==> src/rtl/nvi_uart_rx.sv <==
// 8051-compatible UART receive engine for serial modes 1/2/3: 16x oversampling,
// 3-sample majority voting, REN/SM2/RI acceptance and sticky framing error.
module nvi_uart_rx #(
  parameter int SYNC_STAGES = 2
) (
  input  logic       clk,
  input  logic       reset,
  input  logic       baud_x16_tick,
  input  logic       us_rx,
  input  logic [1:0] mode,
  input  logic       sm2,
  input  logic       ren,
  input  logic       ri_clr,
  input  logic       fe_clr,
  output logic [7:0] sbuf_rdata,
  output logic       rb8,
  output logic       ri,
  output logic       fe,
  output logic       rx_busy
);

  localparam int SYNC_N = (SYNC_STAGES < 2) ? 2 : SYNC_STAGES;

  typedef enum logic [2:0] {
    IDLE  = 3'd0,
    START = 3'd1,
    DATA  = 3'd2,
    BIT9  = 3'd3,
    STOP  = 3'd4
  } state_t;

  state_t state_reg;
  state_t state_next;

  logic [SYNC_N-1:0] sync_reg;
  logic              rx_s;
  logic              rx_prev_reg;
  logic              rx_fall;

  logic [3:0] scnt_reg;
  logic [3:0] scnt_inc;
  logic [2:0] bcnt_reg;
  logic [1:0] mode_reg;
  logic       s7_reg;
  logic       s8_reg;
  logic [7:0] shift_reg;
  logic       b9_reg;

  logic [7:0] sbuf_reg;
  logic       rb8_reg;
  logic       ri_reg;
  logic       fe_reg;

  logic wrap;
  logic at7;
  logic at8;
  logic at9;
  logic maj;
  logic x_bit;

  logic start_go;
  logic shift_en;
  logic b9_en;
  logic bit_end;
  logic decide;
  logic accept;
  logic fe_set;

  // Synchronizer chain plus one flop for falling-edge detection; both idle high.
  always_ff @(posedge clk or posedge reset) begin
    if (reset) begin
      sync_reg    <= '1;
      rx_prev_reg <= 1'b1;
    end else begin
      sync_reg    <= {sync_reg[SYNC_N-2:0], us_rx};
      rx_prev_reg <= rx_s;
    end
  end

  assign rx_s    = sync_reg[SYNC_N-1];
  assign rx_fall = rx_prev_reg & ~rx_s;

  // Sample positions refer to the counter value reached on the current tick.
  assign scnt_inc = scnt_reg + 4'd1;
  assign wrap     = baud_x16_tick && (scnt_reg == 4'd15);
  assign at7      = baud_x16_tick && (scnt_inc == 4'd7);
  assign at8      = baud_x16_tick && (scnt_inc == 4'd8);
  assign at9      = baud_x16_tick && (scnt_inc == 4'd9);
  assign maj      = (s7_reg & s8_reg) | (s7_reg & rx_s) | (s8_reg & rx_s);

  always_ff @(posedge clk or posedge reset) begin
    if (reset) begin
      state_reg <= IDLE;
    end else begin
      state_reg <= state_next;
    end
  end

  always_comb begin
    state_next = state_reg;
    case (state_reg)
      IDLE: begin
        if (ren && (mode != 2'b00) && rx_fall) state_next = START;
      end
      START: begin
        if (!ren)            state_next = IDLE;
        else if (at9 && maj) state_next = IDLE;
        else if (wrap)       state_next = DATA;
      end
      DATA: begin
        if (!ren) begin
          state_next = IDLE;
        end else if (wrap && (bcnt_reg == 3'd7)) begin
          state_next = (mode_reg == 2'b01) ? STOP : BIT9;
        end
      end
      BIT9: begin
        if (!ren)      state_next = IDLE;
        else if (wrap) state_next = STOP;
      end
      STOP: begin
        if (!ren || at9) state_next = IDLE;
      end
      default: state_next = IDLE;
    endcase
  end

  always_comb begin
    rx_busy  = (state_reg != IDLE);
    start_go = (state_reg == IDLE) && (state_next == START);
    bit_end  = (state_reg == DATA) && wrap;
    shift_en = (state_reg == DATA) && ren && at9;
    b9_en    = (state_reg == BIT9) && ren && at9;
    decide   = (state_reg == STOP) && ren && at9;
    x_bit    = (mode_reg == 2'b01) ? maj : b9_reg;
    // RI is tested before any same-cycle ri_clr takes effect.
    accept   = decide && !ri_reg && (!sm2 || x_bit);
    fe_set   = decide && !maj;
  end

  always_ff @(posedge clk or posedge reset) begin
    if (reset) begin
      scnt_reg  <= 4'd0;
      bcnt_reg  <= 3'd0;
      mode_reg  <= 2'b00;
      s7_reg    <= 1'b1;
      s8_reg    <= 1'b1;
      shift_reg <= 8'h00;
      b9_reg    <= 1'b0;
    end else begin
      if (start_go) begin
        scnt_reg <= 4'd0;
        bcnt_reg <= 3'd0;
        mode_reg <= mode;
      end else begin
        if (baud_x16_tick) scnt_reg <= scnt_inc;
        if (bit_end)       bcnt_reg <= bcnt_reg + 3'd1;
      end
      if (at7)      s7_reg    <= rx_s;
      if (at8)      s8_reg    <= rx_s;
      if (shift_en) shift_reg <= {maj, shift_reg[7:1]};
      if (b9_en)    b9_reg    <= maj;
    end
  end

  // SFR-visible flags: set has priority over the clear pulses.
  always_ff @(posedge clk or posedge reset) begin
    if (reset) begin
      sbuf_reg <= 8'h00;
      rb8_reg  <= 1'b0;
      ri_reg   <= 1'b0;
      fe_reg   <= 1'b0;
    end else begin
      if (accept) begin
        sbuf_reg <= shift_reg;
        rb8_reg  <= x_bit;
      end
      if (accept)      ri_reg <= 1'b1;
      else if (ri_clr) ri_reg <= 1'b0;
      if (fe_set)      fe_reg <= 1'b1;
      else if (fe_clr) fe_reg <= 1'b0;
    end
  end

  assign sbuf_rdata = sbuf_reg;
  assign rb8        = rb8_reg;
  assign ri         = ri_reg;
  assign fe         = fe_reg;

endmodule

==> config.mk <==
export PLATFORM = sky130hd
export DESIGN_NAME = nvi_uart_rx
export DESIGN_NICKNAME = d
export VERILOG_FILES = /design/src/rtl/nvi_uart_rx.sv
export SDC_FILE = /design/constraint.sdc
export NUM_CORES = 1
export LEC_CHECK = 0
export ABC_CLOCK_PERIOD_IN_PS = 2400
export BUFFER_PORTS_ARGS = -buffer_cell sky130_fd_sc_hd__buf_2
export CELL_PAD_IN_SITES_DETAIL_PLACEMENT = 1
export CELL_PAD_IN_SITES_GLOBAL_PLACEMENT = 1
export CORE_ASPECT_RATIO = 0.5
export CORE_MARGIN = 2
export CORE_UTILIZATION = 46
export DETAILED_ROUTE_END_ITERATION = 8
export PLACE_DENSITY = 0.84
export SLEW_MARGIN = 10
export SYNTH_ARGS = -nofsm -noshare
export SYNTH_HDL_FRONTEND = slang
export SYNTH_SLANG_ARGS = --single-unit
==> constraint.sdc <==
create_clock -name clk -period 2.4 [get_ports clk]
set_input_delay 0.24 -clock clk [delete_from_list [all_inputs] [get_ports clk]]
set_output_delay 0.24 -clock clk [all_outputs]
set_load 0.02 [all_outputs]
# == Word-level counts from Yosys, hierarchy flattened ==
# Cells that the tools add are included.
# classes
add_sub_neg,2
multipliers,0
n_div,0
order_cmp,0
n_eq_ne,11
n_shift,0
n_mux,20
bitwise_logic,7
n_reduce_logical,32
# op_table
cell,count
$mux 3,12
$logic_and 1x1->1,19
$pmux 3 s5,1
$eq 4x4->1 const B,3
$reduce_bool 2->1,5
$mux 4,2
$eq 3x1->1 const B,2
$eq 3x2->1 const B,2
$eq 3x3->1 const B,2
$mux 1,5
$add 4x1->4 const B,1
$and 1x1->1,4
$eq 4x3->1 const B,1
$logic_not 1->1,4
$add 3x1->3 const B,1
$logic_not 3->1,1
$reduce_bool 3->1,1
$eq 2x1->1 const B,1
$logic_or 1x1->1,2
$or 1x1->1,2
$not 1->1,1
# totals
ff_bits,37
latchBits,0
ram_bits,0
romBits,0
word_cells,86
memories,0

# == Logic depth before layout (Yosys ltp) ==
# Gate-level depths: netlist of run 1.
# depth
ltp_word,10
depth_mapped,6
ltp_nobuf,6

# == Worst setup path before layout of run 1 ==
# No wires, ideal clock.
# synth_timing
path_type,register to register
startpoint,register scnt_reg[0]
endpoint,register shift_reg[0]
setup_ns,0.125
arrival_ns,1.816
path_slack_ns,0.459
path_stages_with_launch,6
path_buffers,0
synth_period_minus_slack_ns,1.941
cell_sequence,dfrtp_1 > ha_1 > nor3b_4 > nor2b_4 > o2111ai_4 > mux2_4
# synth_between
elab_chain_len,4
# synth_rtl
element,line_no,source
start: declaration,40,logic [3:0] scnt_reg;
start signal: assignment,156,if (baud_x16_tick) scnt_reg <= scnt_inc;
$add 4x1->4,84,assign scnt_inc = scnt_reg + 4'd1;
$eq 4x4->1,88,assign at9 = baud_x16_tick && (scnt_inc == 4'd9);
$logic_and 1x1->1,88,
$logic_and 1x1->1,132,shift_en = (state_reg == DATA) && ren && at9;
end signal: assignment,161,"if (shift_en) shift_reg <= {maj, shift_reg[7:1]};"
end: declaration,46,logic [7:0] shift_reg;
# No other way between the ends.
# A chain may end at the register's enable or synchronous reset.

# == Worst setup path after layout of run 1 ==
# Ends and elaborated chain as after synthesis.

==> impl_metrics.toml, run 1 <==
[grt]
antenna_found_initial = 0
grt_overflow = 0
first_global_vias = 1256
met3_usage = 0.0417
grt_max_degree = 29
use_met2 = 0.323
busiest_layer = "met2"
grt_pass1_wl_mm = 6.12
grt_use_total = 0.187
gr-usage-met1 = 0.237

[timing]
finalMaxSlewViolations = 0
worst_slew_pin_slew_ns = 0.538
hold_viol = 0
fin_worst_skew_ns = 0.00198
setup_viol = 0
fin_crit_sh = 0.886
slew_headroom = 0.636
max_freq_ghz = 0.470
final.min_clock_period_ns = 2.13
tns_ns = 0
rsz0062_at_grt = "false"

[worst_setup_path]
worstSetupEndpointType = "register"
required_ns = 2.57
worstSetupPathType = "reg -> reg"
cp_max_fo = 8
critPathLaunch = "scnt_reg[0]$_DFFE_PP0P_"
cp-start-kind = "register"
reg2reg_from = "scnt_reg[0]$_DFFE_PP0P_"
crit_arrival_ns = 2.30

[synth]
synth.avg_cell_area_um2 = 12.9
async_flop_share = 1.00
yosysWarnings = 0
synth_cell_types = 41
synthesis.nets = 156
synth_ff_type = "dfrtp_1"
syn_inst = 140
synth-edff-count = 0
synth_seq_cells = 37
synth.cell_area_um2 = 1800
yosysSeqAreaShare = 0.517

[final_layout]
design_area_um2 = 2070
final_cells = 223
final_nets = 184
nFillCells = 418
layout_commonest_cell = "dfrtp_1"
diodes = 0
area_growth_pct = 15.0
final_cell_mix = "32 x dfrtp_1, 21 x mux2_2, 21 x buf_2, 11 x nor2_1, 7 x inv_1"
drive_above_1_share = 0.402

[job]
maxCapViolations = 0

[power_and_ir_drop]
power.density_nw_per_um2 = 761
ir_drop_mv = 0.275
leakage_nw = 1.00

[placed_design]
finalWeightedCongestion = 0.839
port_buffers = 21
dp_hpwl_mm = 2.69
dp.cells = 214
place_area_um2 = 1980

[drt]
drt-total-wl_mm = 3.67
dr.pass1.iters = 4
ant_nets = 0
drtIter0Drc = 47
drcViolationCount = 0
wl_per_cell_um = 16.5
vias_per_cell = 5.25
vias = 1171

[run_status]
status = "complete, no violations"

[floorplan]
die_w_um = 92.6
start_util = 0.472
die-area_um2 = 4470
core_um2 = 3820
rows = 16
fp.dieH_um = 48.3
pin_count = 22

[clocking]
cts_setup_buffers = 0
clkTransAtPathRegs_ns = 0.07
cts_tree = "yes"
htree_num_levels = 2
cts_buffer_depth = 2
ctsHoldBuffers = 1
clock-sinks = 37
cts_buffers = 5
cts_root_buffer = "clkbuf_8"
cts.repair.resized = 0
insertion_delay_ns = 0.28

[min_path]
hp-class = "in -> reg"
hp-start = "us_rx"
[report_power, final]
part | switching, W | internal, W
Clock | 0.000223 | 0.000205
Combinational | 0.000204 | 0.000161
Sequential | 0.0000910 | 0.000696
Total | 0.000518 | 0.00106
[per-stage QoR]
stage | hold WS, ns | power (W) | util | worst slack (ns)
5_1_grt | 0.0397 | 0.00167 | 0.543 | 0.138
3_5_place_dp | 0.234 | 0.00116 | 0.517 | 0.289
6_report | 0.0527 | 0.00158 | 0.543 | 0.273
3_3_place_gp | 0.225 | 0.00113 | 0.517 | 0.434
2_1_floorplan | 0.244 | 0.00105 | - | 0.459
4_1_cts | 0.0473 | 0.00159 | 0.543 | 0.266
[Yosys cell counts, types with 2 or more instances]
master    number  area share
buf_2          3      0.0083
mux2_2        21        0.13
dfrtp_1       32        0.44
mux2_4         2       0.017
ha_1           6       0.042
a22o_1         2      0.0097
nand2_1        5       0.010
dfstp_2        5       0.073
o21ai_0        5       0.014
nor2b_1        3       0.010
nor4b_1        2      0.0097
o211ai_1       3       0.012
nor2_1        11       0.023
inv_1          7       0.015
xor2_1         2      0.0097
nand3_1        2      0.0055
nand4_1        3       0.010
nand2b_1       2      0.0069
o41ai_1        2      0.0097
[cells by family (layout without fill, tap and decap cells)]
kind of cell	after synthesis	in the layout	synth area share
XOR/XNOR	3	3	0.0146
flip-flops	37	37	0.517
buffers and inverters	10	39	0.0229
AND/OR/NAND/NOR	36	36	0.121
adder cells (fa/ha/maj)	7	7	0.0478
multiplexers	24	24	0.153
AO/OA/AOI/OAI	23	23	0.123
[worst paths after layout]
check / endpoint / slack (ns) / depth (start not counted)
max in group asynchronous: rx_prev_reg$_DFF_PP1_ / 1.20 / 4
hold reg to reg: sync_reg[1]$_DFF_PP1_ / 0.36 / 0
setup reg to reg: shift_reg[0]$_DFFE_PP0P_ / 0.27 / 5
setup / recovery: shift_reg[0]$_DFFE_PP0P_ / 0.27 / 5
min in group asynchronous: scnt_reg[2]$_DFFE_PP0P_ / 0.47 / 3
hold / removal: sync_reg[0]$_DFF_PP1_ / 0.05 / 1
[worst max-delay path, stage by stage (launching register included)]
cell and delay (ns):
dfrtp_1 0.50, ha_1 0.38, nand2_1 0.18, a211oi_4 0.36
o2111ai_4 0.24, mux2_4 0.35
[routing by layer]
layer  share of wire  wire, um
met3           0.026        96
met2            0.48      1750
met1            0.48      1760
met5               0         0
met4           0.018        65
[final cells by class]
type | instances | area (um^2) | share of cell area
Timing Repair Buffer | 24 | 130 | 0.0627
Sequential cell | 37 | 932 | 0.449
Clock inverter | 2 | 15.0 | 0.00724
Tap cell | 54 | 67.6 | 0.0326
Clock buffer | 6 | 72.6 | 0.0350
Multi-Input combinational cell | 93 | 831 | 0.400
Inverter | 7 | 26.3 | 0.0127
Note: power is estimated with default switching activity, not from simulation.
==> run 2: changes to the inputs <==
ABC_CLOCK_PERIOD_IN_PS = 1920   (was 2400)
CAP_MARGIN = 15   (was not set)
CORE_UTILIZATION = 42   (was 46)
PLACE_DENSITY = 0.81   (was 0.84)
clock period = 1.92 ns   (was 2.4 ns; I/O delays follow)
==> run 2 against run 1 <==
Compared with the run above: worst setup slack got worse by 0.25 ns; sequential share of layout area is 3.4 points lower; clock skew is 0.0055 ns higher; sequential cell count did not move; critical path type unchanged.
==> impl_metrics.toml, run 2 (synthesis results as in run 1) <==
[floorplan]
pin_count = 22
fp.dieH_um = 50.3
start_util = 0.451
rows = 16
die-area_um2 = 4870
core_um2 = 4000
die_w_um = 96.7

[final_layout]
design_area_um2 = 2250
final_cell_mix = "30 x dfrtp_1, 21 x buf_2, 20 x mux2_2, 12 x buf_4, 11 x nor2_1"
drive_above_1_share = 0.481
layout_commonest_cell = "dfrtp_1"
area_growth_pct = 24.6
final_nets = 196
diodes = 0

[grt]
grt_max_degree = 38
grt_use_total = 0.186
grt_pass1_wl_mm = 6.84
grt_overflow = 0
antenna_found_initial = 0
first_global_vias = 1394

[worst_setup_path]
r2r_cells = 5
critPathMaxStageDelay_ns = 0.44
cp_top_family = "compound AO/OA/AOI/OAI gates"
rrSetupSlack_ns = 0.02
critical_path.cell_chain = "buf_4 > nand3b_1 > a211oi_4 > o2111ai_4 > mux2_4"
critPathBufInv = 1
required_ns = 2.11
worstSetupEndpointType = "register"
cp-start-kind = "register"
critical-path-slowest-cell = "dfrtp_2"
worstSetupPathType = "reg -> reg"
cp_max_fo = 8
path_depth = 5
crit_arrival_ns = 2.09

[run_status]
status = "complete, no violations"

[drt]
drtIter0Drc = 40
drt-total-wl_mm = 4.45
vias_per_cell = 5.48
ant_nets = 0
dr.pass1.iters = 4
wl_per_cell_um = 18.9
drcViolationCount = 0
vias = 1288

[clocking]
htree_num_levels = 2
insertion_delay_ns = 0.30
cts_root_buffer = "clkbuf_8"
clkTransAtPathRegs_ns = 0.08
cts_buffers = 5
clock-sinks = 37
cts_tree = "yes"
cts_buffer_depth = 2

[timing]
max_freq_ghz = 0.527
finalMaxSlewViolations = 0
fin_ws_ns = 0.0218
fin_crit_sh = 0.989
hold_viol = 0
fin_worst_skew_ns = 0.00744
setup_viol = 0
final.min_clock_period_ns = 1.90
slew_headroom = 0.693
timing.hold.ws_ns = 0.00247
worst_slew_pin_slew_ns = 0.457

[placed_design]
place_area_um2 = 2050
port_buffers = 21
finalWeightedCongestion = 0.801
dp_hpwl_mm = 2.76
place_ws_ns = -0.0168

[power_and_ir_drop]
ir_drop_mv = 0.415
power.density_nw_per_um2 = 1030
leakage_nw = 1.10

[job]
maxCapViolations = 0

[min_path]
hp-class = "in -> async"
-- run 2: cell types whose count changed in the layout (fill, tap and decap cells not counted), moves of 2 or more --
cell	change
buf_4	+10
dfrtp_1	-2
ha_1	-2
dfrtp_2	+2
-- run 2: through the flow --
step                utilization  std cells  power [W]  TNS, ns
floorplan                     -        140    0.00132        0
global placement          0.511        223    0.00145        0
detailed placement        0.511        223    0.00149  -0.0168
CTS                       0.544        232    0.00224        0
global route              0.562        235    0.00242   -0.107
finish                    0.562        235    0.00232        0
-- run 2: final timing paths --
| kind | from | to |
|---|---|---|
| max | scnt_reg[1]$_DFFE_PP0P_ | shift_reg[0]$_DFFE_PP0P_ |
| min | reset | state_reg[1]$_DFF_PP0_ |
| max reg2reg | scnt_reg[1]$_DFFE_PP0P_ | shift_reg[0]$_DFFE_PP0P_ |
| min reg2reg | sync_reg[0]$_DFF_PP1_ | sync_reg[1]$_DFF_PP1_ |
| max in group asynchronous | reset | rx_prev_reg$_DFF_PP1_ |
| min in group clk | ri_clr | ri$_DFFE_PP0P_ |
-- run 2: final cells by class --
cell class / count / area [um^2]
fill: 431 / 1760
sequential: 37 / 935
multi-input combinational: 93 / 863
timing repair buffer: 36 / 236
clock buffer: 6 / 82.6
tap: 54 / 67.6
clock inverter: 2 / 37.5
inverter: 7 / 26.3
-- run 2: report_power, final --
part           total (W)  switching [W]  leakage, nW  internal, W
sequential      0.000986       0.000110        0.486     0.000875
clock           0.000716       0.000294       0.0574     0.000422
combinational   0.000616       0.000326        0.553     0.000289
-- run 2: tightest hold or removal path, stage by stage --
cell   delay, ns
buf_2       0.10
inv_1       0.05
buf_4       0.40
-- run 2: layer usage --
metal  GRT usage  share of wire
met4      0.0915          0.022
met5           0              0
met2       0.328           0.53
met3      0.0418          0.030
met1       0.221           0.42
-- run 2: timing repair --
| action | in CTS | in global routing |
|---|---|---|
| pin swaps | 1 | 3 |
| hold endpoints to repair | 1 | 0 |
| gates resized for setup | 0 | 10 |
| setup buffers | 0 | 3 |
| endpoints found under the setup margin | 8 | 20 |
| hold buffers | 1 | 0 |
==> run 3: changes to the inputs <==
ABC_CLOCK_PERIOD_IN_PS = 1900   (was 1920)
CORE_UTILIZATION = 46   (was 42)
PLACE_DENSITY = 0.84   (was 0.81)
clock period = 1.9 ns   (was 1.92 ns; I/O delays follow)
==> run 3 against run 2 <==
Compared with the run above: global-route usage grew 1.4 points; via count grew 0.78%; maximum frequency is 2.8% higher; register-to-register slack better by 0.03 ns; non-clock buffer count grew 8; routed wire length shrank 1.6%; die area fell by 8.2%; hold slack better by 0.067 ns; clock skew shrank 0.0027 ns; largest power group unchanged; highest routed layer unchanged.
==> impl_metrics.toml, run 3 (synthesis results as in run 1) <==
[run_status]
status = "complete, no violations"

[clocking]
insertion_delay_ns = 0.30
clock-sinks = 37
cts_root_buffer = "clkbuf_8"
htree_num_levels = 2
cts_tree = "yes"
cts_buffers = 5
cts_buffer_depth = 2
clkTransAtPathRegs_ns = 0.08

[drt]
drcViolationCount = 0
met1_length_mm = 1.98
wl_per_cell_um = 18.0
ant_nets = 0
dr_wl_met2_mm = 2.20
maxUsedRoutingLayer = "met4"
drtIter0Drc = 26
drt-total-wl_mm = 4.38
met3_length_um = 102
vias_per_cell = 5.34
vias = 1298
dr.pass1.iters = 4

[power_and_ir_drop]
ir_drop_mv = 0.409
combinationalPowerShare = 0.303
leakage_nw = 1.11
seq_power_share = 0.447
power.density_nw_per_um2 = 973
internal-power_w = 0.00148
switching_share = 0.335
clockPowerShare = 0.251
switching_power_w = 0.000744

[worst_setup_path]
critPathMaxStageDelay_ns = 0.48
cp_top_family = "compound AO/OA/AOI/OAI gates"
critical_path.cell_chain = "inv_2 > ha_2 > nand2_4 > a211oi_4 > o2111ai_4 > mux2_4"
crit_arrival_ns = 2.04
worstSetupPathType = "reg -> reg"
critPathBufInv = 1
critical-path-slowest-cell = "dfrtp_2"
required_ns = 2.09
worstSetupEndpointType = "register"
cp_max_fo = 8
cp-start-kind = "register"

[final_layout]
layout_commonest_cell = "dfrtp_1"
area_growth_pct = 26.6
diodes = 0
final_nets = 204
final_cell_mix = "30 x dfrtp_1, 21 x mux2_2, 21 x buf_2, 19 x buf_4, 11 x nor2_1"
nFillCells = 382
drive_above_1_share = 0.492

[placed_design]
dp_hpwl_mm = 2.97
finalWeightedCongestion = 0.770
place_ws_ns = -0.0296
port_buffers = 21

[floorplan]
pin_count = 22
core_um2 = 3820
start_util = 0.472
die_w_um = 92.6
die-area_um2 = 4470
rows = 16
fp.dieH_um = 48.3

[timing]
finalMaxSlewViolations = 0
tns_ns = 0
hold_viol = 0
max_freq_ghz = 0.542
final.min_clock_period_ns = 1.85
worst_slew_pin_slew_ns = 0.580
fin_ws_ns = 0.0541
setup_viol = 0
fin_worst_skew_ns = 0.00471
slew_headroom = 0.613
fin_crit_sh = 0.972

[min_path]
hp-class = "in -> reg"

[grt]
grt_overflow = 0
grt_pass1_wl_mm = 6.42
grt_use_total = 0.201
antenna_found_initial = 0
first_global_vias = 1282
grt_max_degree = 26

[job]
maxCapViolations = 0
[run 3: layout make-up]
cell class              count  area (um^2)  area share
flip-flops and latches     37          935       0.409
multi-input cells          93          860       0.376
repair buffers             44          308       0.135
clock buffers               6         72.6      0.0318
well taps                  54         67.6      0.0296
inverters                   7         26.3      0.0115
clock inverters             2         15.0     0.00658
[run 3: worst paths after layout]
path / cells past startpoint / to / slack, ns / startpoint
max in group asynchronous: 4 / bcnt_reg[1]$_DFFE_PP0P_ / 0.88 / reset
worst max-delay path: 6 / shift_reg[0]$_DFFE_PP0P_ / 0.05 / scnt_reg[0]$_DFFE_PP0P_
worst max register to register: 6 / shift_reg[0]$_DFFE_PP0P_ / 0.05 / scnt_reg[0]$_DFFE_PP0P_
worst min-delay path: 2 / fe$_DFFE_PP0P_ / 0.07 / fe_clr
min in group asynchronous: 3 / state_reg[0]$_DFF_PP0_ / 0.49 / reset
worst min register to register: 0 / sync_reg[1]$_DFF_PP1_ / 0.36 / sync_reg[0]$_DFF_PP1_
[run 3: metal layers]
layer  up-vias  GRT usage
met1       672      0.252
met3         8     0.0433
met4         0      0.113
li1        600          -
met2        18      0.343
met5         -          0
[run 3: power by group through the flow]
stage / Clock (W) / Combinational, W / Sequential, W
floorplan: 0 / 0.000378 / 0.000957
global route: 0.000589 / 0.000736 / 0.00101
finish: 0.000558 / 0.000672 / 0.000993
detailed placement: 0 / 0.000572 / 0.000989
global placement: 0 / 0.000545 / 0.000974
CTS: 0.000566 / 0.000589 / 0.000977
[run 3: what timing repair did]
action | 4_1_cts | 5_1_grt
cloned | 0 | 0
resized for setup | 1 | 7
pin swaps | 1 | 3
hold endpoints to repair | 8 | 0
hold buffers | 2 | 0
setup endpoints to repair | 16 | 21
setup buffers | 1 | 4
[run 3: per-stage QoR]
step | std cells | utilization | cell area, um^2 | hold WS [ns] | power (W)
after floorplan | 140 | - | 1810 | 0.194 | 0.00134
after global placement | 228 | 0.548 | 2100 | 0.257 | 0.00152
after detailed placement | 228 | 0.548 | 2100 | 0.278 | 0.00156
after CTS | 239 | 0.579 | 2210 | 0.0666 | 0.00213
after global routing | 243 | 0.597 | 2280 | 0.0907 | 0.00233
final | 243 | 0.597 | 2280 | 0.0698 | 0.00222
